$ cat src/rtl/common_types_pkg.sv
// ---------------------------------------------------------------------------
// common_types_pkg -- CSR addresses, cause codes and FSM state shared by the
// trap controller.  Revision: 1.0
// ---------------------------------------------------------------------------
`default_nettype none

package common_types_pkg;

  localparam logic [11:0] CSR_MSTATUS = 12'h300;
  localparam logic [11:0] CSR_MIE     = 12'h304;
  localparam logic [11:0] CSR_MTVEC   = 12'h305;
  localparam logic [11:0] CSR_MEPC    = 12'h341;
  localparam logic [11:0] CSR_MCAUSE  = 12'h342;
  localparam logic [11:0] CSR_MTVAL   = 12'h343;
  localparam logic [11:0] CSR_MIP     = 12'h344;

  localparam logic [31:0] CAUSE_ILLEGAL_INST     = 32'd2;
  localparam logic [31:0] CAUSE_BREAKPOINT       = 32'd3;
  localparam logic [31:0] CAUSE_LOAD_MISALIGNED  = 32'd4;
  localparam logic [31:0] CAUSE_STORE_MISALIGNED = 32'd6;
  localparam logic [31:0] CAUSE_ECALL_M          = 32'd11;

  localparam int MSTATUS_MIE_BIT  = 3;
  localparam int MSTATUS_MPIE_BIT = 7;

  localparam int IRQ_IDX_W = 4;
  localparam logic [30:0] IRQ_CAUSE_BASE = 31'd16;

  typedef enum logic [0:0] {
    ST_RUN   = 1'b0,
    ST_DRAIN = 1'b1
  } trap_state_e;

  // External line i reports cause {interrupt, 16+i}.
  function automatic logic [31:0] irq_cause(input logic [IRQ_IDX_W-1:0] idx);
    return {1'b1, IRQ_CAUSE_BASE + {27'd0, idx}};
  endfunction

endpackage

`default_nettype wire

$ cat src/rtl/trap_priority.sv
// ---------------------------------------------------------------------------
// trap_priority -- fixed-priority encoder, lowest pending index wins.
// Revision: 1.0
// ---------------------------------------------------------------------------
`default_nettype none

module trap_priority
  import common_types_pkg::*;
#(
  parameter int NUM_IRQ = 4
) (
  input  logic [NUM_IRQ-1:0]   pending,
  output logic                 valid,
  output logic [IRQ_IDX_W-1:0] index
);

  always_comb begin
    valid = |pending;
    index = '0;
    for (int i = NUM_IRQ - 1; i >= 0; i--) begin
      if (pending[i]) index = IRQ_IDX_W'(i);
    end
  end

endmodule

`default_nettype wire

$ cat src/rtl/trap_controller.sv
// ---------------------------------------------------------------------------
// trap_controller -- machine-mode trap/MRET sequencing and trap CSRs.
// Optional vectored interrupts: define TRAP_VECTORED_IRQ_EN.  Revision: 1.0
// ---------------------------------------------------------------------------
`default_nettype none

module trap_controller
  import common_types_pkg::*;
#(
  parameter int          NUM_IRQ    = 4,
  parameter logic [31:0] RESET_TVEC = 32'h8000
) (
  input  logic               clk,
  input  logic               nrst,
  input  logic               illegal_inst,
  input  logic               ecall,
  input  logic               ebreak,
  input  logic               load_misaligned,
  input  logic               store_misaligned,
  input  logic               mem_valid,
  input  logic [31:0]        mem_pc,
  input  logic [31:0]        mem_tval,
  input  logic               mret,
  input  logic [NUM_IRQ-1:0] irq,
  input  logic               csr_en,
  input  logic [11:0]        csr_addr,
  input  logic [31:0]        csr_wdata,
  output logic [31:0]        csr_rdata,
  output logic               redirect,
  output logic [31:0]        redirect_pc,
  output logic               f2dif_flush,
  output logic               d2eif_flush,
  output logic               e2mif_flush,
  output logic               m2wif_flush,
  output logic [31:0]        trap_cause
);

  trap_state_e          state;
  logic                 mstatus_mie;
  logic                 mstatus_mpie;
  logic [NUM_IRQ-1:0]   mie_q;
  logic [NUM_IRQ-1:0]   mip_q;
  logic [31:0]          mepc_q;
  logic [31:0]          mcause_q;
  logic [31:0]          mtval_q;
  logic [31:2]          tvec_base;
  logic [31:0]          mtvec_val;

  logic                 fault_any;
  logic [31:0]          fault_cause;
  logic                 irq_valid;
  logic [IRQ_IDX_W-1:0] irq_idx;
  logic [31:0]          cause;
  logic [31:0]          trap_target;
  logic                 in_run;
  logic                 trap_take;
  logic                 mret_take;
  logic                 flush_all;

`ifdef TRAP_VECTORED_IRQ_EN
  logic [1:0] tvec_mode;
  assign mtvec_val = {tvec_base, tvec_mode};
`else
  assign mtvec_val = {tvec_base, 2'b00};
`endif

  trap_priority #(
    .NUM_IRQ (NUM_IRQ)
  ) u_prio (
    .pending (mip_q & mie_q),
    .valid   (irq_valid),
    .index   (irq_idx)
  );

  assign fault_any = illegal_inst | ecall | ebreak | load_misaligned | store_misaligned;

  always_comb begin
    if (ebreak)                fault_cause = CAUSE_BREAKPOINT;
    else if (illegal_inst)     fault_cause = CAUSE_ILLEGAL_INST;
    else if (ecall)            fault_cause = CAUSE_ECALL_M;
    else if (load_misaligned)  fault_cause = CAUSE_LOAD_MISALIGNED;
    else                       fault_cause = CAUSE_STORE_MISALIGNED;
  end

  assign cause = fault_any ? fault_cause : irq_cause(irq_idx);

  // Vector offset is 4*cause[30:0]; the shift discards the interrupt flag.
  always_comb begin
    trap_target = {tvec_base, 2'b00};
`ifdef TRAP_VECTORED_IRQ_EN
    if (!fault_any && tvec_mode == 2'b01)
      trap_target = {tvec_base, 2'b00} + (cause << 2);
`endif
  end

  // Gating with nrst keeps every output idle while reset is held.
  assign in_run    = nrst && (state == ST_RUN);
  assign trap_take = in_run && mem_valid && (fault_any || (mstatus_mie && irq_valid));
  assign mret_take = in_run && mem_valid && mret && !trap_take;
  assign flush_all = trap_take || mret_take || (nrst && (state == ST_DRAIN));

  assign redirect    = trap_take || mret_take;
  assign redirect_pc = trap_take ? trap_target : (mret_take ? mepc_q : 32'd0);
  assign trap_cause  = trap_take ? cause : 32'd0;
  assign f2dif_flush = flush_all;
  assign d2eif_flush = flush_all;
  assign e2mif_flush = flush_all;
  assign m2wif_flush = flush_all;

  always_comb begin
    csr_rdata = 32'd0;
    case (csr_addr)
      CSR_MSTATUS: begin
        csr_rdata[MSTATUS_MIE_BIT]  = mstatus_mie;
        csr_rdata[MSTATUS_MPIE_BIT] = mstatus_mpie;
      end
      CSR_MIE:    csr_rdata = 32'(mie_q);
      CSR_MTVEC:  csr_rdata = mtvec_val;
      CSR_MEPC:   csr_rdata = mepc_q;
      CSR_MCAUSE: csr_rdata = mcause_q;
      CSR_MTVAL:  csr_rdata = mtval_q;
      CSR_MIP:    csr_rdata = 32'(mip_q);
      default:    csr_rdata = 32'd0;
    endcase
  end

  // CSR writes come first so trap/MRET updates later in the block win.
  always_ff @(posedge clk or negedge nrst) begin
    if (!nrst) begin
      state        <= ST_RUN;
      mstatus_mie  <= 1'b0;
      mstatus_mpie <= 1'b0;
      mie_q        <= '0;
      mip_q        <= '0;
      mepc_q       <= 32'd0;
      mcause_q     <= 32'd0;
      mtval_q      <= 32'd0;
      tvec_base    <= RESET_TVEC[31:2];
`ifdef TRAP_VECTORED_IRQ_EN
      tvec_mode    <= RESET_TVEC[1:0];
`endif
    end else begin
      mip_q <= irq;

      if (csr_en) begin
        case (csr_addr)
          CSR_MSTATUS: begin
            mstatus_mie  <= csr_wdata[MSTATUS_MIE_BIT];
            mstatus_mpie <= csr_wdata[MSTATUS_MPIE_BIT];
          end
          CSR_MIE:    mie_q <= csr_wdata[NUM_IRQ-1:0];
          CSR_MTVEC: begin
            tvec_base <= csr_wdata[31:2];
`ifdef TRAP_VECTORED_IRQ_EN
            tvec_mode <= csr_wdata[1:0];
`endif
          end
          CSR_MEPC:   mepc_q   <= csr_wdata & 32'hFFFF_FFFC;
          CSR_MCAUSE: mcause_q <= csr_wdata;
          CSR_MTVAL:  mtval_q  <= csr_wdata;
          default: ;
        endcase
      end

      if (state == ST_DRAIN) begin
        state <= ST_RUN;
      end else if (trap_take) begin
        state        <= ST_DRAIN;
        mepc_q       <= mem_pc & 32'hFFFF_FFFC;
        mcause_q     <= cause;
        mtval_q      <= fault_any ? mem_tval : 32'd0;
        mstatus_mpie <= mstatus_mie;
        mstatus_mie  <= 1'b0;
      end else if (mret_take) begin
        state        <= ST_DRAIN;
        mstatus_mie  <= mstatus_mpie;
        mstatus_mpie <= 1'b1;
      end
    end
  end

endmodule

`default_nettype wire

$ cat config.mk
export PLATFORM = sky130hd
export DESIGN_NAME = trap_controller
export DESIGN_NICKNAME = d
export VERILOG_FILES = /design/src/rtl/common_types_pkg.sv /design/src/rtl/trap_priority.sv /design/src/rtl/trap_controller.sv
export SDC_FILE = /design/constraint.sdc
export NUM_CORES = 1
export LEC_CHECK = 0
export ABC_AREA = 1
export CORE_MARGIN = 5
export CORE_UTILIZATION = 53
export CTS_CLUSTER_SIZE = 40
export DETAILED_ROUTE_END_ITERATION = 8
export HOLD_SLACK_MARGIN = 0.03
export PLACE_DENSITY = 0.86
export SYNTH_ARGS = -nofsm -noshare
export SYNTH_HDL_FRONTEND = slang
export SYNTH_HIERARCHICAL = 1
export SYNTH_SLANG_ARGS = --single-unit
$ cat constraint.sdc
create_clock -name clk -period 2.85 [get_ports clk]
set_clock_uncertainty 0.05 [all_clocks]
set_input_delay 0.57 -clock clk [delete_from_list [all_inputs] [get_ports clk]]
set_output_delay 0.57 -clock clk [all_outputs]
set_load 0.1 [all_outputs]
==> implementation parameters <==
Parameter                              Value

Run status
  Status ... complete, but fails checks
  Violated checks ... setup timing

Global route
  Initial antenna violation count ... 0
  Gr usage total ... roughly a third
  Total global routing overflow ... 0
  Maximum number of pins on one net before global-route repair ... 138
  Wire length of the first global-routing pass ... 47200 µm
  Number of global-route vias before repair ... ~9500

CTS
  Hold buffer count at CTS ... 0
  Clock Pin Slew Worst Setup and Hold Paths ... 60 ps
  Clock latency of the later-clocked register in the worst-skew pair ... 420 ps
  Maximum clock path buffer count ... 2
  CTS Sinks ... 137
  Clock buffers created by TritonCTS ... 17
  Clock H-tree levels ... 4
  CTS tree ... done
  Clock Root Buffer ... clkbuf_16

Cells and area
  Area used by sequential logic in the layout ... 3430 µm²
  Area added between synthesis and finish ... 51.9%
  # fillers ... approximately 910
  Final nets ... 1580
  Diodes inserted ... 0
  Fraction of layout cells with a size suffix above 1 ... 18.6%
  Multi-input gate area ... 4040 µm²
  Total non-filler cell area in the finished layout ... 12600 µm²
  Final Instance Count excl. Fillers ... approximately 1700

Power and ir drop
  Total power draw ... 0.00548 W
  Ratio of total power to cell area ... 434 nW/µm²
  Fraction of power consumed by combinational cells ... 18.7%
  Clock share of power ... 41.1%
  Sequential share of power ... approximately 40%
  Internal Dissipation ... 0.00386 W
  Switching Fraction ... 29.7%
  Static Leak ... between 6 and 7 nW
  Sw Pwr ... 0.00163 W
  Largest voltage drop on the vdd net ... 394 µV

Die
  Rows ... 45
  Floorplan Core Area ... 15300 µm²
  Number of placed I/O pins ... 223
  Width of the die ... between 100 and 150 µm
  Die Footprint ... 18300 µm²
  Effective utilization at floorplan ... 54.3%
  Die Y-Extent ... approximately 140 µm

STA
  Worst setup slack after layout ... -101 ps
  Headroom to the max-slew limit ... between 40% and 50%
  Setup repair after global routing missed its margin ... true
  Finish-stage setup viols ... 4
  Post-layout minimum cycle time ... between 2000 and 3000 ps
  Measured slew at the worst slew-check pin ... 789 ps
  Post-route clock period utilization ... 104%
  Slew Limit Fails ... 0
  Upper clock frequency limit ... 0.339 GHz
  Number of hold-slack violations in the final timing report ... 0

Run
  Number of max-cap violations ... 0

Placement
  Post-DP HPWL ... 19100 µm
  Placement-stage worst setup slack ... -109 ps
  Placer congestion estimate ... 0.877
  Count of placed standard cells including taps ... 1632
  Area post-placement ... between 10000 and 15000 µm²
  Number of input and output port buffers inserted ... 194

Routing
  Wirelength per Cell ... 18.3 µm
  Number of routed nets with antenna violations ... 0
  Initial detailed-routing violation count ... 1315
  Post-DR vias/cell ... between 5 and 6
  DRC Markers ... 0
  Overall via count from detail_route ... approximately 9600
  Routed Wire Length ... 30800 µm
  First-pass iteration count of the detailed router ... 6

Yosys
  Proportion of synthesized flip-flops having asynchronous set or reset ... 100%
  Synth cell count leaders ... nand2_1, inv_1, dfrtp_1, nand4_1, nand3_1
  Post-synthesis cell type with the largest combined area ... dfrtp_1
  Count of different cell masters after synthesis ... 26
  Share of the synthesized area in the top cell type ... roughly two fifths
  Most used standard cell by instance count after synthesis ... nand2_1
  Cell count after synthesis ... roughly 1200
  Number of synthesized register bits ... 137
  Top cells by area, synth ... dfrtp_1, nand2_1, inv_1
  Fraction of the yosys area taken by sequential cells ... 41.3%
  Post-Synthesis Mean Instance Area ... roughly 6.7 µm²
  Area of the mapped netlist ... 8310 µm²
  Yosys warnings ... 6
  Number of enable flip-flop cells after synthesis ... 0
  Primary flip-flop cell chosen by synthesis mapping ... dfrtp_1

Worst setup path
  Critical path start-end classification ... primary input to primary output
  Critical path required time ... 2230 ps
  Arrival time reported for the critical path endpoint ... 2330 ps
  Startpoint type of the worst setup path ... primary input
  First element of the critical path ... csr_addr[4]
  Largest fanout on the critical path ... 7
  Startpoint of the worst register-to-register path ... mie_q[3]
  Endpoint class of the critical path ... primary output

Min path
  HP Class ... primary input to async pin
-- critical path: stages --
cell,delay [ps]
dlygate4sd2_1,250
nor2_2,180
buf_4,140
buf_4,90
nand2_2,50
nor2_4,140
buf_4,190
nand3_1,100
o21ai_0,150
nor2_1,110
nand2_1,140
buf_12,190
-- state kept, by name, summed over array words and instances (netlist names), 4 cells and up --
signal,flops
tvec_base,30
mip_q,4
mie_q,4
mtval_q,32
mepc_q,32
mcause_q,32
-- area by class of cell --
| cell class | instances | area share, % |
|---|---|---|
| clock inverter | 6 | 0.694 |
| multi-input combinational | 852 | 32.0 |
| sequential | 137 | 27.2 |
| tap | 211 | 2.09 |
| timing repair buffer | 275 | 28.6 |
| inverter | 175 | 5.50 |
| clock buffer | 25 | 4.00 |
-- layout by cell type, fill, tap and decap left out, types with 33 or more instances in the layout --
master and instances:
buf_12 92, buf_4 53, clkdlybuf4s50_1 106, dfrtp_1 136
inv_1 161, nand2_1 450, nand3_1 85, nand4_1 98
nor2_1 72, o21ai_1 33
-- per-stage QoR --
step,util (%),TNS (ps),hold slack (ps)
2_1_floorplan,-,-5470,224
3_3_place_gp,75.7,-1460,419
3_5_place_dp,75.7,-2980,429
4_1_cts,81.3,0,293
5_1_grt,82.5,-1920,290
6_report,82.5,-145,203
-- cells by family after synthesis --
kind of cell / share of synthesized area (%)
other: 0.0903
AND/OR/NAND/NOR: 38.7
buffers and inverters: 15.2
AO/OA/AOI/OAI: 4.77
flip-flops: 41.3
-- power groups by stage --
stage | clock network, W | logic (W) | registers, W
6_report | 0.00225 | 0.00103 | 0.00220
5_1_grt | 0.00233 | 0.00111 | 0.00222
4_1_cts | 0.00224 | 0.000991 | 0.00219
3_5_place_dp | 0 | 0.000972 | 0.00223
3_3_place_gp | 0 | 0.000942 | 0.00222
2_1_floorplan | 0 | 0.000630 | 0.00220
-- layer usage --
metal	up-vias	global-route usage, %	routed length (µm)
met2	779	54.1	15000
met1	4385	39.1	10600
li1	4269	-	-
met3	132	8.47	3790
met4	0	15.3	1340
met5	-	0	0
-- path summary, 6_finish.rpt --
path | to | slack [ps] | cells after the start
max in group asynchronous | mepc_q[0] | 1910 | 2
max reg2reg | mcause_q[19] | 640 | 11
max | csr_rdata[0] | -100 | 12
min | mstatus_mie | 200 | 2
min in group clk | tvec_base[2] | 450 | 2
min reg2reg | tvec_base[2] | 450 | 2
-- what timing repair did --
item / CTS / global route
pin swaps: 5 / 17
endpoints found under the setup margin: 54 / 52
gates resized for setup: 38 / 39
buffers inserted: 9 / 5
cloned: 3 / 2
(Power assumes the default switching activity.)
